`src/rtl/lyap_pixel_scheduler_pkg.sv`:
```
// lyap_pkg: shared definitions for the Lyapunov pixel scheduler slice.
//   state_t     : scheduler FSM states (IDLE, RUN, DRAIN)
//   DEF_*       : default widths, worker count and frame dimensions
//   idx_width() : index width for an N-entry array (at least 1 bit)
package lyap_pkg;

    typedef enum logic [1:0] {
        IDLE  = 2'd0,
        RUN   = 2'd1,
        DRAIN = 2'd2
    } state_t;

    localparam int DEF_NW    = 4;
    localparam int DEF_XW    = 8;
    localparam int DEF_YW    = 8;
    localparam int DEF_RW    = 8;
    localparam int DEF_X_MAX = 159;
    localparam int DEF_Y_MAX = 119;

    function automatic int idx_width(input int n);
        return (n > 1) ? $clog2(n) : 1;
    endfunction

endpackage

```
`src/rtl/lyap_pixel_scheduler_if.sv`:
```
// lyap_pixel_scheduler_if: worker bus plus frame-buffer write port.
//   start/wx/wy     : scheduler -> workers, one-cycle start and shared coordinate
//   done/result     : workers -> scheduler, calc_end levels and packed results
//   wr_en/wr_x/wr_y/wr_data : scheduler -> frame buffer, valid + payload
//   wr_ready        : frame buffer -> scheduler
// master = scheduler side, slave = worker array / frame buffer side.
interface lyap_pixel_scheduler_if #(
    parameter int NW = 4,
    parameter int XW = 8,
    parameter int YW = 8,
    parameter int RW = 8
) ();
    logic [NW-1:0]    start;
    logic [XW-1:0]    wx;
    logic [YW-1:0]    wy;
    logic [NW-1:0]    done;
    logic [NW*RW-1:0] result;
    logic             wr_en;
    logic [XW-1:0]    wr_x;
    logic [YW-1:0]    wr_y;
    logic [RW-1:0]    wr_data;
    logic             wr_ready;

    modport master (
        output start, wx, wy, wr_en, wr_x, wr_y, wr_data,
        input  done, result, wr_ready
    );

    modport slave (
        input  start, wx, wy, wr_en, wr_x, wr_y, wr_data,
        output done, result, wr_ready
    );
endinterface

```
`src/rtl/lyap_pixel_scheduler_rr_arbiter.sv`:
```
// rr_arbiter: combinational round-robin arbiter.
//   req        : N request lines
//   ptr        : index where the search starts (highest priority)
//   gnt_onehot : one-hot grant, zero when no request
//   gnt_idx    : binary index of the granted line (0 when no request)
module rr_arbiter
    import lyap_pkg::*;
#(
    parameter int N = 4,
    localparam int IW = idx_width(N)
) (
    input  logic [N-1:0]  req,
    input  logic [IW-1:0] ptr,
    output logic [N-1:0]  gnt_onehot,
    output logic [IW-1:0] gnt_idx
);

    int   idx;
    logic found;

    always_comb begin
        gnt_onehot = '0;
        gnt_idx    = '0;
        found      = 1'b0;
        idx        = 0;
        for (int k = 0; k < N; k++) begin
            // rotate the search so ptr is examined first, wrapping at N
            idx = int'(ptr) + k;
            if (idx >= N) idx = idx - N;
            if (!found && req[idx]) begin
                found           = 1'b1;
                gnt_onehot[idx] = 1'b1;
                gnt_idx         = IW'(idx);
            end
        end
    end

endmodule

```
`src/rtl/lyap_pixel_scheduler.sv`:
```
// lyap_pixel_scheduler: walks the pixel raster, dispatches coordinates to NW
// compute workers and writes finished results to the frame buffer.
//   CLK, NRST  : clock, synchronous active-low reset
//   iGo        : start a frame (IDLE only)
//   iCont      : restart automatically after each frame
//   iAbort     : return to IDLE, dropping all in-flight work
//   bus        : worker start/coordinate/done/result and frame-buffer write port
//   oBusy      : high in RUN or DRAIN
//   oFrameDone : one-cycle pulse when a frame completes
//   oFrameCnt  : completed-frame counter (wraps)
module lyap_pixel_scheduler
    import lyap_pkg::*;
#(
    parameter int NW    = DEF_NW,
    parameter int XW    = DEF_XW,
    parameter int YW    = DEF_YW,
    parameter int RW    = DEF_RW,
    parameter int X_MAX = DEF_X_MAX,
    parameter int Y_MAX = DEF_Y_MAX
) (
    input  logic                     CLK,
    input  logic                     NRST,
    input  logic                     iGo,
    input  logic                     iCont,
    input  logic                     iAbort,
    lyap_pixel_scheduler_if.master   bus,
    output logic                     oBusy,
    output logic                     oFrameDone,
    output logic [7:0]               oFrameCnt
);

    localparam int IW = idx_width(NW);

    state_t          state_reg, state_next;
    logic [XW-1:0]   px_reg, px_next;
    logic [YW-1:0]   py_reg, py_next;
    logic [NW-1:0]   busy_reg, busy_next;
    logic [NW-1:0]   start_reg, start_next;
    logic [XW-1:0]   wx_reg, wx_next;
    logic [YW-1:0]   wy_reg, wy_next;
    logic [XW-1:0]   tag_x_reg [NW];
    logic [XW-1:0]   tag_x_next [NW];
    logic [YW-1:0]   tag_y_reg [NW];
    logic [YW-1:0]   tag_y_next [NW];
    logic            wr_en_reg, wr_en_next;
    logic [XW-1:0]   wr_x_reg, wr_x_next;
    logic [YW-1:0]   wr_y_reg, wr_y_next;
    logic [RW-1:0]   wr_data_reg, wr_data_next;
    logic [IW-1:0]   gidx_reg, gidx_next;
    logic [IW-1:0]   rr_reg, rr_next;
    logic            frame_done_reg, frame_done_next;
    logic [7:0]      frame_cnt_reg, frame_cnt_next;

    logic [NW-1:0]   qual;
    logic [NW-1:0]   gnt_onehot;
    logic [IW-1:0]   gnt_idx;
    logic            any_grant;
    logic [RW-1:0]   result_slice [NW];
    logic            free_found;
    logic [IW-1:0]   free_idx;

    // A worker's calc_end is still high from its previous job during its
    // start cycle, so only count done once the start pulse has gone.
    generate
        for (genvar gi = 0; gi < NW; gi++) begin : g_worker
            assign result_slice[gi] = bus.result[gi*RW +: RW];
            assign qual[gi]         = busy_reg[gi] & ~start_reg[gi] & bus.done[gi];
        end
    endgenerate

    rr_arbiter #(.N(NW)) u_arb (
        .req        (qual),
        .ptr        (rr_reg),
        .gnt_onehot (gnt_onehot),
        .gnt_idx    (gnt_idx)
    );

    assign any_grant = |gnt_onehot;

    // lowest-index idle worker, from the registered busy flags
    always_comb begin
        free_found = 1'b0;
        free_idx   = '0;
        for (int i = NW - 1; i >= 0; i--) begin
            if (!busy_reg[i]) begin
                free_found = 1'b1;
                free_idx   = IW'(i);
            end
        end
    end

    always_comb begin
        state_next      = state_reg;
        px_next         = px_reg;
        py_next         = py_reg;
        busy_next       = busy_reg;
        start_next      = '0;
        wx_next         = wx_reg;
        wy_next         = wy_reg;
        tag_x_next      = tag_x_reg;
        tag_y_next      = tag_y_reg;
        wr_en_next      = wr_en_reg;
        wr_x_next       = wr_x_reg;
        wr_y_next       = wr_y_reg;
        wr_data_next    = wr_data_reg;
        gidx_next       = gidx_reg;
        rr_next         = rr_reg;
        frame_done_next = 1'b0;
        frame_cnt_next  = frame_cnt_reg;

        // Collection: release the worker on handshake; otherwise capture a
        // new grant. The else keeps a one-cycle gap between writes.
        if (wr_en_reg && bus.wr_ready) begin
            wr_en_next          = 1'b0;
            busy_next[gidx_reg] = 1'b0;
            rr_next             = (gidx_reg == IW'(NW - 1)) ? '0 : gidx_reg + 1'b1;
        end else if (!wr_en_reg && any_grant) begin
            wr_en_next   = 1'b1;
            gidx_next    = gnt_idx;
            wr_x_next    = tag_x_reg[gnt_idx];
            wr_y_next    = tag_y_reg[gnt_idx];
            wr_data_next = result_slice[gnt_idx];
        end

        case (state_reg)
            IDLE: begin
                if (iGo) begin
                    state_next = RUN;
                    px_next    = '0;
                    py_next    = '0;
                end
            end
            RUN: begin
                if (free_found) begin
                    start_next[free_idx] = 1'b1;
                    busy_next[free_idx]  = 1'b1;
                    tag_x_next[free_idx] = px_reg;
                    tag_y_next[free_idx] = py_reg;
                    wx_next              = px_reg;
                    wy_next              = py_reg;
                    if (px_reg == XW'(X_MAX)) begin
                        if (py_reg == YW'(Y_MAX)) begin
                            state_next = DRAIN;
                        end else begin
                            px_next = '0;
                            py_next = py_reg + 1'b1;
                        end
                    end else begin
                        px_next = px_reg + 1'b1;
                    end
                end
            end
            DRAIN: begin
                if (busy_reg == '0 && !wr_en_reg) begin
                    frame_done_next = 1'b1;
                    frame_cnt_next  = frame_cnt_reg + 1'b1;
                    px_next         = '0;
                    py_next         = '0;
                    state_next      = iCont ? RUN : IDLE;
                end
            end
            default: state_next = IDLE;
        endcase

        // Abort drops everything in flight; late done levels from workers
        // are ignored because their busy flags are cleared here.
        if (iAbort) begin
            state_next      = IDLE;
            busy_next       = '0;
            start_next      = '0;
            wr_en_next      = 1'b0;
            px_next         = '0;
            py_next         = '0;
            rr_next         = rr_reg;
            frame_done_next = 1'b0;
            frame_cnt_next  = frame_cnt_reg;
        end
    end

    always_ff @(posedge CLK) begin
        if (!NRST) begin
            state_reg      <= IDLE;
            px_reg         <= '0;
            py_reg         <= '0;
            busy_reg       <= '0;
            start_reg      <= '0;
            wx_reg         <= '0;
            wy_reg         <= '0;
            for (int i = 0; i < NW; i++) begin
                tag_x_reg[i] <= '0;
                tag_y_reg[i] <= '0;
            end
            wr_en_reg      <= 1'b0;
            wr_x_reg       <= '0;
            wr_y_reg       <= '0;
            wr_data_reg    <= '0;
            gidx_reg       <= '0;
            rr_reg         <= '0;
            frame_done_reg <= 1'b0;
            frame_cnt_reg  <= '0;
        end else begin
            state_reg      <= state_next;
            px_reg         <= px_next;
            py_reg         <= py_next;
            busy_reg       <= busy_next;
            start_reg      <= start_next;
            wx_reg         <= wx_next;
            wy_reg         <= wy_next;
            tag_x_reg      <= tag_x_next;
            tag_y_reg      <= tag_y_next;
            wr_en_reg      <= wr_en_next;
            wr_x_reg       <= wr_x_next;
            wr_y_reg       <= wr_y_next;
            wr_data_reg    <= wr_data_next;
            gidx_reg       <= gidx_next;
            rr_reg         <= rr_next;
            frame_done_reg <= frame_done_next;
            frame_cnt_reg  <= frame_cnt_next;
        end
    end

    assign bus.start   = start_reg;
    assign bus.wx      = wx_reg;
    assign bus.wy      = wy_reg;
    assign bus.wr_en   = wr_en_reg;
    assign bus.wr_x    = wr_x_reg;
    assign bus.wr_y    = wr_y_reg;
    assign bus.wr_data = wr_data_reg;
    assign oBusy       = (state_reg != IDLE);
    assign oFrameDone  = frame_done_reg;
    assign oFrameCnt   = frame_cnt_reg;

endmodule

```
`src/flat_wrapper.sv`:
```
// flat-port wrapper written by rule: the top's interface ports become plain ports
module lyap_pixel_scheduler_flat import lyap_pkg::*;
#(
    parameter int NW    = DEF_NW,
    parameter int XW    = DEF_XW,
    parameter int YW    = DEF_YW,
    parameter int RW    = DEF_RW,
    parameter int X_MAX = DEF_X_MAX,
    parameter int Y_MAX = DEF_Y_MAX
)
  (CLK, NRST, iGo, iCont, iAbort, oBusy, oFrameDone, oFrameCnt, bus_start, bus_wx, bus_wy, bus_wr_en, bus_wr_x, bus_wr_y, bus_wr_data, bus_done, bus_result, bus_wr_ready);
  lyap_pixel_scheduler_if #(.NW(NW), .XW(XW), .YW(YW), .RW(RW)) bus_i ();
  input  logic CLK;
  input  logic NRST;
  input  logic iGo;
  input  logic iCont;
  input  logic iAbort;
  output logic oBusy;
  output logic oFrameDone;
  output logic [7:0] oFrameCnt;
  output wire logic [$bits(bus_i.start)-1:0] bus_start;
  output wire logic [$bits(bus_i.wx)-1:0] bus_wx;
  output wire logic [$bits(bus_i.wy)-1:0] bus_wy;
  output wire logic [$bits(bus_i.wr_en)-1:0] bus_wr_en;
  output wire logic [$bits(bus_i.wr_x)-1:0] bus_wr_x;
  output wire logic [$bits(bus_i.wr_y)-1:0] bus_wr_y;
  output wire logic [$bits(bus_i.wr_data)-1:0] bus_wr_data;
  input wire logic [$bits(bus_i.done)-1:0] bus_done;
  input wire logic [$bits(bus_i.result)-1:0] bus_result;
  input wire logic [$bits(bus_i.wr_ready)-1:0] bus_wr_ready;
  assign bus_start = bus_i.start;
  assign bus_wx = bus_i.wx;
  assign bus_wy = bus_i.wy;
  assign bus_wr_en = bus_i.wr_en;
  assign bus_wr_x = bus_i.wr_x;
  assign bus_wr_y = bus_i.wr_y;
  assign bus_wr_data = bus_i.wr_data;
  assign bus_i.done = bus_done;
  assign bus_i.result = bus_result;
  assign bus_i.wr_ready = bus_wr_ready;
  lyap_pixel_scheduler #(.NW(NW), .XW(XW), .YW(YW), .RW(RW), .X_MAX(X_MAX), .Y_MAX(Y_MAX)) u_core (.CLK(CLK), .NRST(NRST), .iGo(iGo), .iCont(iCont), .iAbort(iAbort), .bus(bus_i), .oBusy(oBusy), .oFrameDone(oFrameDone), .oFrameCnt(oFrameCnt));
endmodule
```
`config.mk`:
```
export PLATFORM = sky130hd
export DESIGN_NAME = lyap_pixel_scheduler_flat
export DESIGN_NICKNAME = d
export VERILOG_FILES = /design/src/rtl/lyap_pixel_scheduler_pkg.sv /design/src/rtl/lyap_pixel_scheduler_if.sv /design/src/rtl/lyap_pixel_scheduler_rr_arbiter.sv /design/src/rtl/lyap_pixel_scheduler.sv /design/src/flat_wrapper.sv
export SDC_FILE = /design/constraint.sdc
export NUM_CORES = 1
export LEC_CHECK = 0
export BUFFER_PORTS_ARGS = -buffer_cell sky130_fd_sc_hd__buf_2
export CELL_PAD_IN_SITES_DETAIL_PLACEMENT = 2
export CELL_PAD_IN_SITES_GLOBAL_PLACEMENT = 2
export CORE_UTILIZATION = 31
export DETAILED_ROUTE_END_ITERATION = 10
export GPL_ROUTABILITY_DRIVEN = 0
export HOLD_SLACK_MARGIN = 0.08
export MAX_ROUTING_LAYER = met4
export PLACE_DENSITY_LB_ADDON = 0.1
export RECOVER_POWER = 50
export REMOVE_ABC_BUFFERS = 1
export SLEW_MARGIN = 20
export SYNTH_ARGS = -nofsm -noshare
export SYNTH_HDL_FRONTEND = slang
export SYNTH_SLANG_ARGS = --single-unit
```
`constraint.sdc`:
```
create_clock -name CLK -period 2.9 [get_ports CLK]
set_input_delay 0 -clock CLK [delete_from_list [all_inputs] [get_ports CLK]]
set_output_delay 0 -clock CLK [all_outputs]
set_load 0.005 [all_outputs]
```
Word level (Yosys, flattened, before mapping) --
Cells that the tools add are included.
Word-level totals: register bits 144
Operators by class: add/subtract/negate cells 11, magnitude comparators 19, equal/unequal tests 12, mux-type cells 82, bitwise logic cells 26, reductions and logical operators 33
Operators with widths (number):
- 32-bit by 1-bit greater-or-equal comparator with 1-bit output, second input constant | 4
- 32-bit by 4-bit < comparator with 1-bit output, second input constant | 4
- 32-bit two-way mux | 4
- 8-bit two-way mux | 15
- 32-bit bitwise mux | 2
- 8-bit binary-select mux with 2-bit select | 3
- 8-bit case mux with 3 select lines | 2
- 2-bit two-way mux | 14
- 4-bit two-way mux | 7
- 8-bit by 1-bit adder with 8-bit output, second input constant | 3
- 1-bit two-way mux | 23
- 8-bit demux with 2-bit select | 1
- 4-bit bitwise OR | 4
- 3-bit greater-or-equal comparator, second input constant | 5
- 1-bit logical AND | 13
- 1-bit demux with 2-bit select | 6
- 3-bit by 3-bit subtractor with 4-bit output, second input constant | 3
- 1-bit inverter | 10
- 5-bit AND reduction | 2
- 1-bit AND | 8
- 1-bit binary-select mux with 2-bit select | 4
- 8-bit by 7-bit equality test with 1-bit output, second input constant | 1
- 8-bit equality test, second input constant | 1
- 2-bit by 1-bit != test with 1-bit output, second input constant | 4
- 27 further kinds | 40

Depth between registers and ports, before layout --
depth in word-level cells 20, gate-level depth with buffers 12, depth with buffers taken out 8

Hierarchy --
A second synthesis with hierarchy kept.
Second synthesis, totals: cell total of the unflattened synthesis 745, area total of the unflattened synthesis 6940.4 µm²
By module, submodules not included:
- lyap_pixel_scheduler | times used 1, cells each 696, area each 6483.7 µm², seq. area each 2882.8 µm²
- rr_arbiter | times used 1, cells each 49, area each 456.7 µm², seq. area each 0.0 µm²

Least setup slack after synthesis --
No wires, ideal clock.
path kind register -> register, from register u_core.rr_reg[0], to register u_core.wr_data_reg[0], in the netlist u_core.bus.wr_data[0], library setup time 133 ps, arrival 2543 ps, slack 224 ps, stages on the path, launching flop included 13, path buffers 4, clock period less this slack 2676 ps, path through dfxtp_1 -> clkinv_1 -> ha_1 -> clkbuf_1 -> mux4_2 -> nand2_1 -> a21oi_1 -> o32a_1 -> buf_2 -> buf_6 -> buf_6 -> mux2i_1 -> o221ai_1
On the way: longest elaborated chain between the ends 19, elaborated cells on any way between the ends 74, those cells by class add/sub: 7; order compare: 12; mux: 38; bitwise: 4; reduce/logical: 13
Ends and longest elaborated chain:
- start, declared | RTL line lyap_pixel_scheduler.sv:50 | logic [IW-1:0] rr_reg, rr_next;
- start signal, assigned | RTL line lyap_pixel_scheduler.sv:216 | rr_reg <= rr_next;
- branches (longest 19 deep; another with 32-bit by 1-bit greater-or-equal comparator with 1-bit output)
- end signal, assigned | RTL line lyap_pixel_scheduler.sv:214 | wr_data_reg <= wr_data_next;
- end, declared | RTL line lyap_pixel_scheduler.sv:48 | logic [RW-1:0] wr_data_reg, wr_data_next;
Several ways; the timed one is not identified. The select of a mux whose other input is x is not followed. A chain may end at the register's enable or synchronous reset.

Worst setup path after layout --
from register u_core.busy_reg[0], to register u_core.wr_y_reg[0], in the netlist u_core.bus.wr_y[0]
On the way: longest elaborated chain between the ends 19, elaborated cells on any way between the ends 41, those cells by class mux: 26; bitwise: 6; reduce/logical: 9
Ends and longest elaborated chain:
- start, declared | RTL line lyap_pixel_scheduler.sv:37 | logic [NW-1:0] busy_reg, busy_next;
- start signal, assigned | RTL line lyap_pixel_scheduler.sv:205 | busy_reg <= busy_next;
- 1-bit AND (*) (2 in a row) | RTL line lyap_pixel_scheduler.sv:67 | assign qual[gi] = busy_reg[gi] & ~start_reg[gi] & bus.done[gi];
- 1-bit binary-select mux with 2-bit select | RTL line lyap_pixel_scheduler_rr_arbiter.sv:30 | if (!found && req[idx]) begin
- 1-bit two-way mux (not written as such) (2 in a row) | RTL line lyap_pixel_scheduler_rr_arbiter.sv:30
- 1-bit two-way mux | RTL line lyap_pixel_scheduler_rr_arbiter.sv:30
- 1-bit zero test | RTL line lyap_pixel_scheduler_rr_arbiter.sv:30
- 1-bit logical AND | RTL line lyap_pixel_scheduler_rr_arbiter.sv:30
- 1-bit two-way mux | RTL line lyap_pixel_scheduler_rr_arbiter.sv:30
- 1-bit zero test | RTL line lyap_pixel_scheduler_rr_arbiter.sv:30
- 1-bit logical AND | RTL line lyap_pixel_scheduler_rr_arbiter.sv:30
- 1-bit two-way mux | RTL line lyap_pixel_scheduler_rr_arbiter.sv:30
- 1-bit zero test | RTL line lyap_pixel_scheduler_rr_arbiter.sv:30
- 1-bit logical AND | RTL line lyap_pixel_scheduler_rr_arbiter.sv:30
- 2-bit two-way mux | RTL line lyap_pixel_scheduler_rr_arbiter.sv:30
- 2-bit inverter with 3-bit output (not written as such) | RTL line lyap_pixel_scheduler.sv:121 | wr_y_next = tag_y_reg[gnt_idx];
- 8-bit binary-select mux with 2-bit select | RTL line lyap_pixel_scheduler.sv:121
- 8-bit two-way mux (not written as such) (2 in a row) | RTL line lyap_pixel_scheduler.sv:121
- end signal, assigned | RTL line lyap_pixel_scheduler.sv:213 | wr_y_reg <= wr_y_next;
- end, declared | RTL line lyap_pixel_scheduler.sv:47 | logic [YW-1:0] wr_y_reg, wr_y_next;
Mark *: on every way between the ends. The rest lies on a longest branch, timed or not. The select of a mux whose other input is x is not followed.

==> run_results.csv <==
group,metric,value,unit
status,status,"finished clean",
sta,hold_viol,0,
sta,max_freq,0.3863,GHz
run,cap_violations,0,
sta,tns,0,ns
cells_and_area,ff_latch_area,2883,sq um
yosys,ys_async_sr_fraction,0,
clock_network,clk_latency,0.43,ns
worst_setup_path,start_kind,"flip-flop",
sta,relSlewSlack,0.02833,
power,ir_drop,0.0003978,V
global_routing,overflow,0,
clock_network,cts_tree,"built",
cells_and_area,final_util,0.3971,
sta,rsz0062_at_grt,"no",
drt,firstDrtPassIters,4,
placement,port-buffer-count,96,
clock_network,numCtsBuffers,17,
floorplanning,core_area,21090,sq um
drt,ant_nets,0,
cells_and_area,layout_commonest_cell,"nand2_1",
worst_setup_path,crit_fanout,16,
placement,dp_worst_setup_slack,0.3298,ns
clock_network,clockBufferDepth,2,
floorplanning,die_w,148.8,um
drt,routedWlPerCell,18.71,um
clock_network,clkTransAtPathRegs,0.06,ns
yosys,netlist_instances,766,
sta,setup_slack,0.3113,ns
floorplanning,ios,97,
worst_hold_path,hold_class,"in2reg",
drt,drcViolationCount,0,
sta,final.period_utilization,0.8927,
yosys,synth_edf_count,0,
global_routing,gr-usage-all-layers,0.2151,
worst_setup_path,slowest_delay,0.64,ns
worst_setup_path,cpLargestDelayFamily,"compound AO/OA/AOI/OAI gates",
yosys,synth_area,6680,sq um
clock_network,ctsRootBufferMaster,"clkbuf_16",
floorplanning,num_rows,53,
clock_network,cts_sinks,144,
global_routing,grt_pass1_wl,35.11,mm
drt,drtIter0Drc,131,
worst_hold_path,min_path_cells,2,
worst_setup_path,r2r_cells,6,
worst_hold_path,hold_start,"NRST",
floorplanning,initial_core_util,0.3168,
floorplanning,die_h,148.8,um
yosys,yosysWarningCount,0,
sta,skew,0.008748,ns
clock_network,cts_resized,0,
yosys,seq_area_frac_synth,0.4315,
sta,drv_slew,0,
power,cellLeakagePower,0.003334,uW
worst_setup_path,endpoint_kind,"flip-flop",
sta,tightest_slew,1.458,ns
floorplanning,die_area,22140,sq um
sta,fin_crit,2.589,ns
cells_and_area,drive_gt1_frac,0.1544,
yosys,synth.avg_cell_area,8.721,sq um
drt,vias,5995,
worst_setup_path,path_class,"reg2reg",
worst_setup_path,critPathSlowestCell,"mux4_2",
cells_and_area,layout_common_cells,"nand2_1 (207), dfxtp_1 (144), a21boi_0 (82), buf_2 (67), mux2i_1 (52)",
worst_setup_path,rr_startpoint,"u_core.busy_reg[0]",
sta,finalSetupViolations,0,
worst_setup_path,cp_num_buf_inv,1,
worst_setup_path,crit_cells,6,
placement,place_hpwl,14.68,mm
worst_setup_path,cp_data_arrival_time,2.93,ns
cells_and_area,num-fill-cells,2372,
worst_setup_path,crit_chain,"nand3b_1 > mux4_2 > o32ai_4 > nand3_2 > buf_4 > o221ai_1",
cells_and_area,nets,938,
drt,drt_wl_total,21.87,mm
yosys,ys_ff_latch,144,
power,pwr_density_cell,526.6,nW/um^2
worst_setup_path,crit_start,"u_core.busy_reg[0]",
global_routing,grt_max_degree,56,
cells_and_area,diodes,0,
yosys,synth_cell_type_count,52,
global_routing,antenna_found_initial,0,
clock_network,htreeDepth,4,
worst_setup_path,cp.required,3.24,ns
cells_and_area,multiInputGateArea,3516,sq um
drt,viasPerCell,5.128,
global_routing,grt_pass1_vias,6584,
yosys,synth_top_flop_cell,"dfxtp_1",
cells_and_area,synthToLayoutAreaGrowth,25.36,%
## power by group
group / switching, uW / total [uW] / internal [uW]
combinational: 108 / 204 / 96.1
clock: 902 / 2220 / 1310
sequential: 6.46 / 1990 / 1980
## cell usage after synthesis (10+ instances only)
cell type,number,share of area
a21boi_0,82,0.092
a21oi_1,13,0.0097
and2_1,10,0.0094
buf_2,13,0.0097
clkbuf_1,45,0.025
dfxtp_1,144,0.43
ha_1,15,0.028
mux2i_1,52,0.078
nand2_1,207,0.12
nand3_1,12,0.0090
nor2_1,28,0.016
o21ai_0,10,0.0075
o221ai_1,25,0.033
xnor2_1,12,0.016
## cell type report
type | count | area share
Clock buffer | 20 | 0.05453
Clock inverter | 12 | 0.01584
Inverter | 7 | 0.003138
Multi-Input combinational cell | 554 | 0.4198
Sequential cell | 144 | 0.3442
Tap cell | 275 | 0.04109
Timing Repair Buffer | 157 | 0.1213
## routing by layer
layer,up-vias,share of wire,GRT usage
li1,2861,-,-
met1,2998,0.45,0.2470
met2,111,0.51,0.3769
met3,25,0.031,0.03394
met4,0,0.016,0.07908
met5,-,0,-
## metrics by stage
step           std cells  cell area, sq um  power [uW]  hold WS (ns)
2_1_floorplan        705              6416        2102        0.1217
3_3_place_gp        1102              7482        2199        0.2935
3_5_place_dp        1102              7482        2205        0.3125
4_1_cts             1169              8422        4465        0.1393
5_1_grt             1169              8374        4568        0.1534
6_report            1169              8374        4410        0.1331
## final timing paths
check	to	slack, ns
setup / recovery	u_core.bus.wr_y[0]	0.31
hold reg to reg	u_core.bus.wy[5]	0.46
setup reg to reg	u_core.bus.wr_y[0]	0.31
hold / removal	u_core.tag_x_reg[28]	0.13
## timing repair
item | in CTS | in global routing
buffers inserted | 0 | 0
endpoints found under the hold margin | 16 | 0
hold buffers | 35 | 0
## cells by family after synthesis
family          synth area share
compound gates            0.1686
xor+xnor                 0.02229
fa+ha+maj                0.02810
buf+inv                  0.04345
flops                     0.4315
mux                      0.09477
simple gates              0.2113
Power figures use the tool's default switching activity.
